[config.mk]
export PLATFORM = sky130hd
export DESIGN_NAME = udm_uart_rx
export DESIGN_NICKNAME = d
export VERILOG_FILES = /design/src/rtl/udm_uart_rx.sv
export SDC_FILE = /design/constraint.sdc
export NUM_CORES = 1
export LEC_CHECK = 0
export CORE_MARGIN = 8
export CORE_UTILIZATION = 50
export DETAILED_ROUTE_END_ITERATION = 8
export PLACE_DENSITY = 0.75
export SLEW_MARGIN = 40
export SYNTH_ARGS = -nofsm -noshare
export SYNTH_HDL_FRONTEND = slang
export SYNTH_SLANG_ARGS = --single-unit
[constraint.sdc]
create_clock -name clk_i -period 2.13 [get_ports clk_i]
set_input_delay 0.426 -clock clk_i [delete_from_list [all_inputs] [get_ports clk_i]]
set_output_delay 0.426 -clock clk_i [all_outputs]
set_load 0.01 [all_outputs]
[src/rtl/udm_uart_rx.sv]
// udm_uart_rx: 8-bit UART receiver with a runtime bit-period divider.
// The incoming line is synchronized, the start bit is qualified at mid-bit,
// and data/stop bits are sampled at their centres. A single holding
// register feeds a valid/ready consumer.
// Optional macro UDM_UART_RX_PARITY_EN adds an even-parity bit between the
// data bits and the stop bit (frame 8E1 instead of 8N1).
module udm_uart_rx #(
    parameter int DIV_W = 16
) (
    input  logic             clk_i,
    input  logic             srst_n_i,
    input  logic [DIV_W-1:0] div_i,
    input  logic             rx_i,
    output logic [7:0]       rx_data_o,
    output logic             rx_valid_o,
    input  logic             rx_ready_i,
    output logic             busy_o,
    output logic             frame_err_o,
    output logic             overrun_o,
    output logic             parity_err_o
);

    localparam logic [2:0] ST_IDLE   = 3'd0;
    localparam logic [2:0] ST_START  = 3'd1;
    localparam logic [2:0] ST_DATA   = 3'd2;
`ifdef UDM_UART_RX_PARITY_EN
    localparam logic [2:0] ST_PARITY = 3'd3;
`endif
    localparam logic [2:0] ST_STOP   = 3'd4;
    localparam logic [2:0] ST_BREAK  = 3'd5;

    logic             rx_sync_p0;
    logic             rx_s;
    logic [2:0]       state;
    logic [DIV_W-1:0] div_l;
    logic [DIV_W-1:0] cnt;
    logic [7:0]       shift;
    logic [2:0]       bit_idx;
    // Good frame waiting to be handed to the holding register next cycle.
    logic             vld_p1;
    logic             expire;
`ifdef UDM_UART_RX_PARITY_EN
    logic             par_bad;
`endif

    assign expire = (cnt == DIV_W'(1));
    assign busy_o = (state != ST_IDLE);

    // Two-flop synchronizer for the asynchronous line; resets to idle-high.
    always_ff @(posedge clk_i) begin
        if (!srst_n_i) begin
            rx_sync_p0 <= 1'b1;
            rx_s       <= 1'b1;
        end else begin
            rx_sync_p0 <= rx_i;
            rx_s       <= rx_sync_p0;
        end
    end

    // Frame state machine and error pulses.
    always_ff @(posedge clk_i) begin
        if (!srst_n_i) begin
            state        <= ST_IDLE;
            vld_p1       <= 1'b0;
            frame_err_o  <= 1'b0;
`ifdef UDM_UART_RX_PARITY_EN
            parity_err_o <= 1'b0;
            par_bad      <= 1'b0;
`endif
        end else begin
            vld_p1      <= 1'b0;
            frame_err_o <= 1'b0;
`ifdef UDM_UART_RX_PARITY_EN
            parity_err_o <= 1'b0;
`endif
            case (state)
                ST_IDLE: begin
                    if (!rx_s) state <= ST_START;
                end
                ST_START: begin
                    // A line that is high again at mid-start was a glitch.
                    if (expire) begin
                        state <= rx_s ? ST_IDLE : ST_DATA;
`ifdef UDM_UART_RX_PARITY_EN
                        par_bad <= 1'b0;
`endif
                    end
                end
                ST_DATA: begin
                    if (expire && bit_idx == 3'd7) begin
`ifdef UDM_UART_RX_PARITY_EN
                        state <= ST_PARITY;
`else
                        state <= ST_STOP;
`endif
                    end
                end
`ifdef UDM_UART_RX_PARITY_EN
                ST_PARITY: begin
                    // Even parity: the parity bit makes the total count of ones even.
                    if (expire) begin
                        state <= ST_STOP;
                        if (rx_s != ^shift) begin
                            parity_err_o <= 1'b1;
                            par_bad      <= 1'b1;
                        end
                    end
                end
`endif
                ST_STOP: begin
                    if (expire) begin
                        if (rx_s) begin
                            state <= ST_IDLE;
`ifdef UDM_UART_RX_PARITY_EN
                            vld_p1 <= !par_bad;
`else
                            vld_p1 <= 1'b1;
`endif
                        end else begin
                            frame_err_o <= 1'b1;
                            state       <= ST_BREAK;
                        end
                    end
                end
                ST_BREAK: begin
                    // Hold off until the line idles so a long low is not seen as a start.
                    if (rx_s) state <= ST_IDLE;
                end
                default: state <= ST_IDLE;
            endcase
        end
    end

`ifndef UDM_UART_RX_PARITY_EN
    assign parity_err_o = 1'b0;
`endif

    // Bit-period counter and shift register; divider is frozen at frame start.
    always_ff @(posedge clk_i) begin
        case (state)
            ST_IDLE: begin
                if (!rx_s) begin
                    div_l <= div_i;
                    cnt   <= div_i >> 1;
                end
            end
            ST_START: begin
                if (expire) begin
                    cnt     <= div_l;
                    bit_idx <= 3'd0;
                end else begin
                    cnt <= cnt - DIV_W'(1);
                end
            end
            ST_DATA: begin
                if (expire) begin
                    cnt     <= div_l;
                    shift   <= {rx_s, shift[7:1]};
                    bit_idx <= bit_idx + 3'd1;
                end else begin
                    cnt <= cnt - DIV_W'(1);
                end
            end
`ifdef UDM_UART_RX_PARITY_EN
            ST_PARITY,
`endif
            ST_STOP: begin
                if (expire) cnt <= div_l;
                else        cnt <= cnt - DIV_W'(1);
            end
            default: ;
        endcase
    end

    // Holding register with valid/ready handshake and overrun detection.
    always_ff @(posedge clk_i) begin
        if (!srst_n_i) begin
            rx_data_o  <= 8'h00;
            rx_valid_o <= 1'b0;
            overrun_o  <= 1'b0;
        end else begin
            overrun_o <= 1'b0;
            if (vld_p1) begin
                if (!rx_valid_o || rx_ready_i) begin
                    rx_data_o  <= shift;
                    rx_valid_o <= 1'b1;
                end else begin
                    overrun_o <= 1'b1;
                end
            end else if (rx_ready_i) begin
                rx_valid_o <= 1'b0;
            end
        end
    end

endmodule

==> results.json <==
{
  "synthSimpleGateAreaFrac": 0.171,
  "cp-start-kind": "register",
  "cp_max_fo": 9,
  "fin_skew_ns": 0.00672,
  "use_met3": 0.0453,
  "io_pins": 33,
  "ctsHoldBuffers": 0,
  "pwr-share-clk": 0.392,
  "switching_power_mw": 0.617,
  "clock.fmax_mhz": 491,
  "clock_latency_ns": 0.34,
  "cts_made_buffers": 9,
  "final.setup.tns_ns": 0,
  "cts_sinks": 60,
  "min_path_type": "register to register",
  "synthAdderAreaFrac": 0.0222,
  "whs_ns": 0.411,
  "synth-seq-cells": 60,
  "grt_use_total": 0.146,
  "port_buffers": 31,
  "grt_pass1_vias": 2024,
  "slowest_delay_ns": 0.50,
  "seqCellArea_sq_um": 1630,
  "drtAntennaViolNets": 0,
  "met1_usage": 0.180,
  "synth_mux_area_frac": 0.0466,
  "synthFlopType": "edfxtp_1",
  "power.leakage_nw": 1.30,
  "dr.pass1.iters": 4,
  "antenna_found_initial": 0,
  "syn_nets": 272,
  "placed_area_sq_um": 3280,
  "peakVddDrop_mv": 0.574,
  "outcome": "completed",
  "slew_headroom": 0.545,
  "post-route-period-util": 0.956,
  "swShare": 0.247,
  "powerDensity_nw_per_um2": 716,
  "start_util": 0.515,
  "die_y_um": 91.1,
  "crit_arrival_ns": 1.61,
  "nets": 317,
  "die_area_sq_um": 8300,
  "end_kind": "primary output",
  "cts_max_level": 3,
  "drt_iter0_markers": 253,
  "max_cap_violations": 0,
  "finalSetupViolCount": 0,
  "cts.clk_slew.worst_paths_ns": 0.07,
  "gp_congestion": 0.868,
  "multi_input_area_sq_um": 1080,
  "p_comb_frac": 0.079,
  "drt-total-wl_um": 5930,
  "fillers": 446,
  "synthCells": 247,
  "seq_area_frac_synth": 0.579,
  "cts_buffer_depth": 2,
  "fin_crit_ns": 2.04,
  "cp_cell_sequence": "or3_1 > clkdlybuf4s50_1",
  "async_flop_share": 0,
  "cp_slowest_cell": "clkdlybuf4s50_1",
  "overflow": 0,
  "hold_viol_final": 0,
  "synthXorXnorAreaFrac": 0.0124,
  "rsz0062_at_grt": "false",
  "die_width_um": 91.1,
  "drcViolationCount": 0,
  "wl_per_cell_um": 16.1,
  "clock_tree.root_cell": "clkbuf_8",
  "synth_cell_types": 52,
  "rows": 27,
  "worst_slack_ns": 0.0932,
  "hpwl_um": 4240,
  "p_int_mw": 1.88,
  "netlist_area_sq_um": 2820,
  "diodes": 0,
  "worst_slew_pin_slew_ns": 0.683,
  "dp_slack_ns": 0.0614,
  "finish.utilization": 0.638,
  "drive_gt1_frac": 0.155,
  "grt_start_max_net_pins": 17,
  "synth-edff-count": 43,
  "grtUsageMet2": 0.224,
  "syn_to_final_growth_pct": 23.9,
  "slew_violations": 0,
  "cts_tree": "yes",
  "critical_path_class": "register to primary output",
  "synth_top_family_by_area": "simple AND/OR/NAND/NOR gates",
  "design_area_sq_um": 3490,
  "viasPerCell": 5.69,
  "busiest_layer": "met2",
  "seqPwrFrac": 0.529,
  "synth_compound_area_frac": 0.127,
  "yosysWarnings": 0,
  "core_area_sq_um": 5470,
  "grt_pass1_wl_um": 9750,
  "vias": 2099,
  "required_ns": 1.70,
  "synth.avg_cell_area_sq_um": 11.4
}
layout by cell type (no fill, tap or decap), drive strengths merged, types with 8 or more instances in the layout:
master	instances
dfxtp	17
nor3	10
nor2	20
clkbuf	10
clkdlybuf4s50	31
buf	20
nor4	8
inv	10
nand2	18
o21ai	21
edfxtp	43
mux2i	12
final cells by class:
class                   count  share of cell area
flip-flops and latches     60               0.468
multi-input cells         162               0.311
repair buffers             51               0.132
clock buffers              10              0.0426
well taps                  72              0.0258
clock inverters             6              0.0129
inverters                   8             0.00860
flip-flops by register name, summed over array words and instances, names as in the netlist:
| register | count |
|---|---|
| cnt | 16 |
| div_l | 16 |
| rx_data_o | 8 |
| shift | 8 |
| bit_idx | 3 |
| state | 3 |
| frame_err_o | 1 |
| overrun_o | 1 |
| rx_s | 1 |
| rx_sync_p0 | 1 |
| rx_valid_o | 1 |
| vld_p1 | 1 |
cells by family (layout without fill, tap and decap cells):
kind of cell,count (synthesis),after routing
AOI/OAI and AO/OA,54,54
xor gates and xnor gates,4,4
adders and majority gates,5,5
buffers and inverters,25,75
DFF,60,60
muxes,13,13
other,1,1
and+or+nand+nor,85,85
power by group through the flow:
| stage | clock [mW] | sequential (mW) | combinational (mW) |
|---|---|---|---|
| floorplan | 0 | 1.33 | 0.118 |
| global placement | 0 | 1.34 | 0.190 |
| detailed placement | 0 | 1.35 | 0.193 |
| CTS | 0.996 | 1.32 | 0.195 |
| global route | 1.04 | 1.33 | 0.217 |
| finish | 0.981 | 1.32 | 0.197 |
cells in the mapped netlist, drive strengths merged (3+ instances only):
master  instances  area, sq um
a31oi           4         25.0
o31ai           4         30.0
mux2i          12          120
nand2b          4         25.0
or4             3         26.3
nor4            8         86.3
nand3           4         20.0
a21oi           5         25.0
o41ai           3         26.3
o21ai          21          105
nor3           10         50.1
xor2            3         26.3
buf             8         48.8
ha              5         62.6
edfxtp         43         1290
nor3b           5         42.5
dfxtp          17          340
nand2          18         67.6
nor2           20         75.1
inv             8         30.0
o31a            4         36.3
clkbuf          9         35.0
worst max-delay path: cells and delay by family (launching register included):
kind / cells / cell delay [ns]
buffers and inverters: 1 / 0.50
DFF: 1 / 0.37
and+or+nand+nor: 1 / 0.40
per-layer routing:
layer	wire [um]	vias up
met1	2680	987
met3	307	15
met2	2820	75
met4	123	0
met5	0	-
li1	-	1022
path summary, 6_finish.rpt:
| path | startpoint | to | slack, ns | depth (start not counted) |
|---|---|---|---|---|
| worst min register to register | rx_sync_p0$_SDFF_PN1_ | rx_s$_SDFF_PN1_ | 0.41 | 1 |
| worst max register to register | cnt[3]$_DFFE_PP_ | cnt[9]$_DFFE_PP_ | 0.11 | 4 |
| worst max-delay path | state[1]$_SDFFE_PN0P_ | busy_o | 0.09 | 2 |
| worst min-delay path | rx_sync_p0$_SDFF_PN1_ | rx_s$_SDFF_PN1_ | 0.41 | 1 |
repair_timing:
item / 4_1_cts / 5_1_grt
buffers inserted: 0 / 1
setup endpoints to repair: 0 / 16
gates resized for setup: 0 / 4
metrics by stage:
step | power [mW] | instances
after floorplan | 1.45 | 247
after global placement | 1.53 | 352
after detailed placement | 1.54 | 352
after CTS | 2.51 | 368
after global routing | 2.58 | 369
final | 2.50 | 369
No activity file was read; power rests on OpenSTA's default activity.
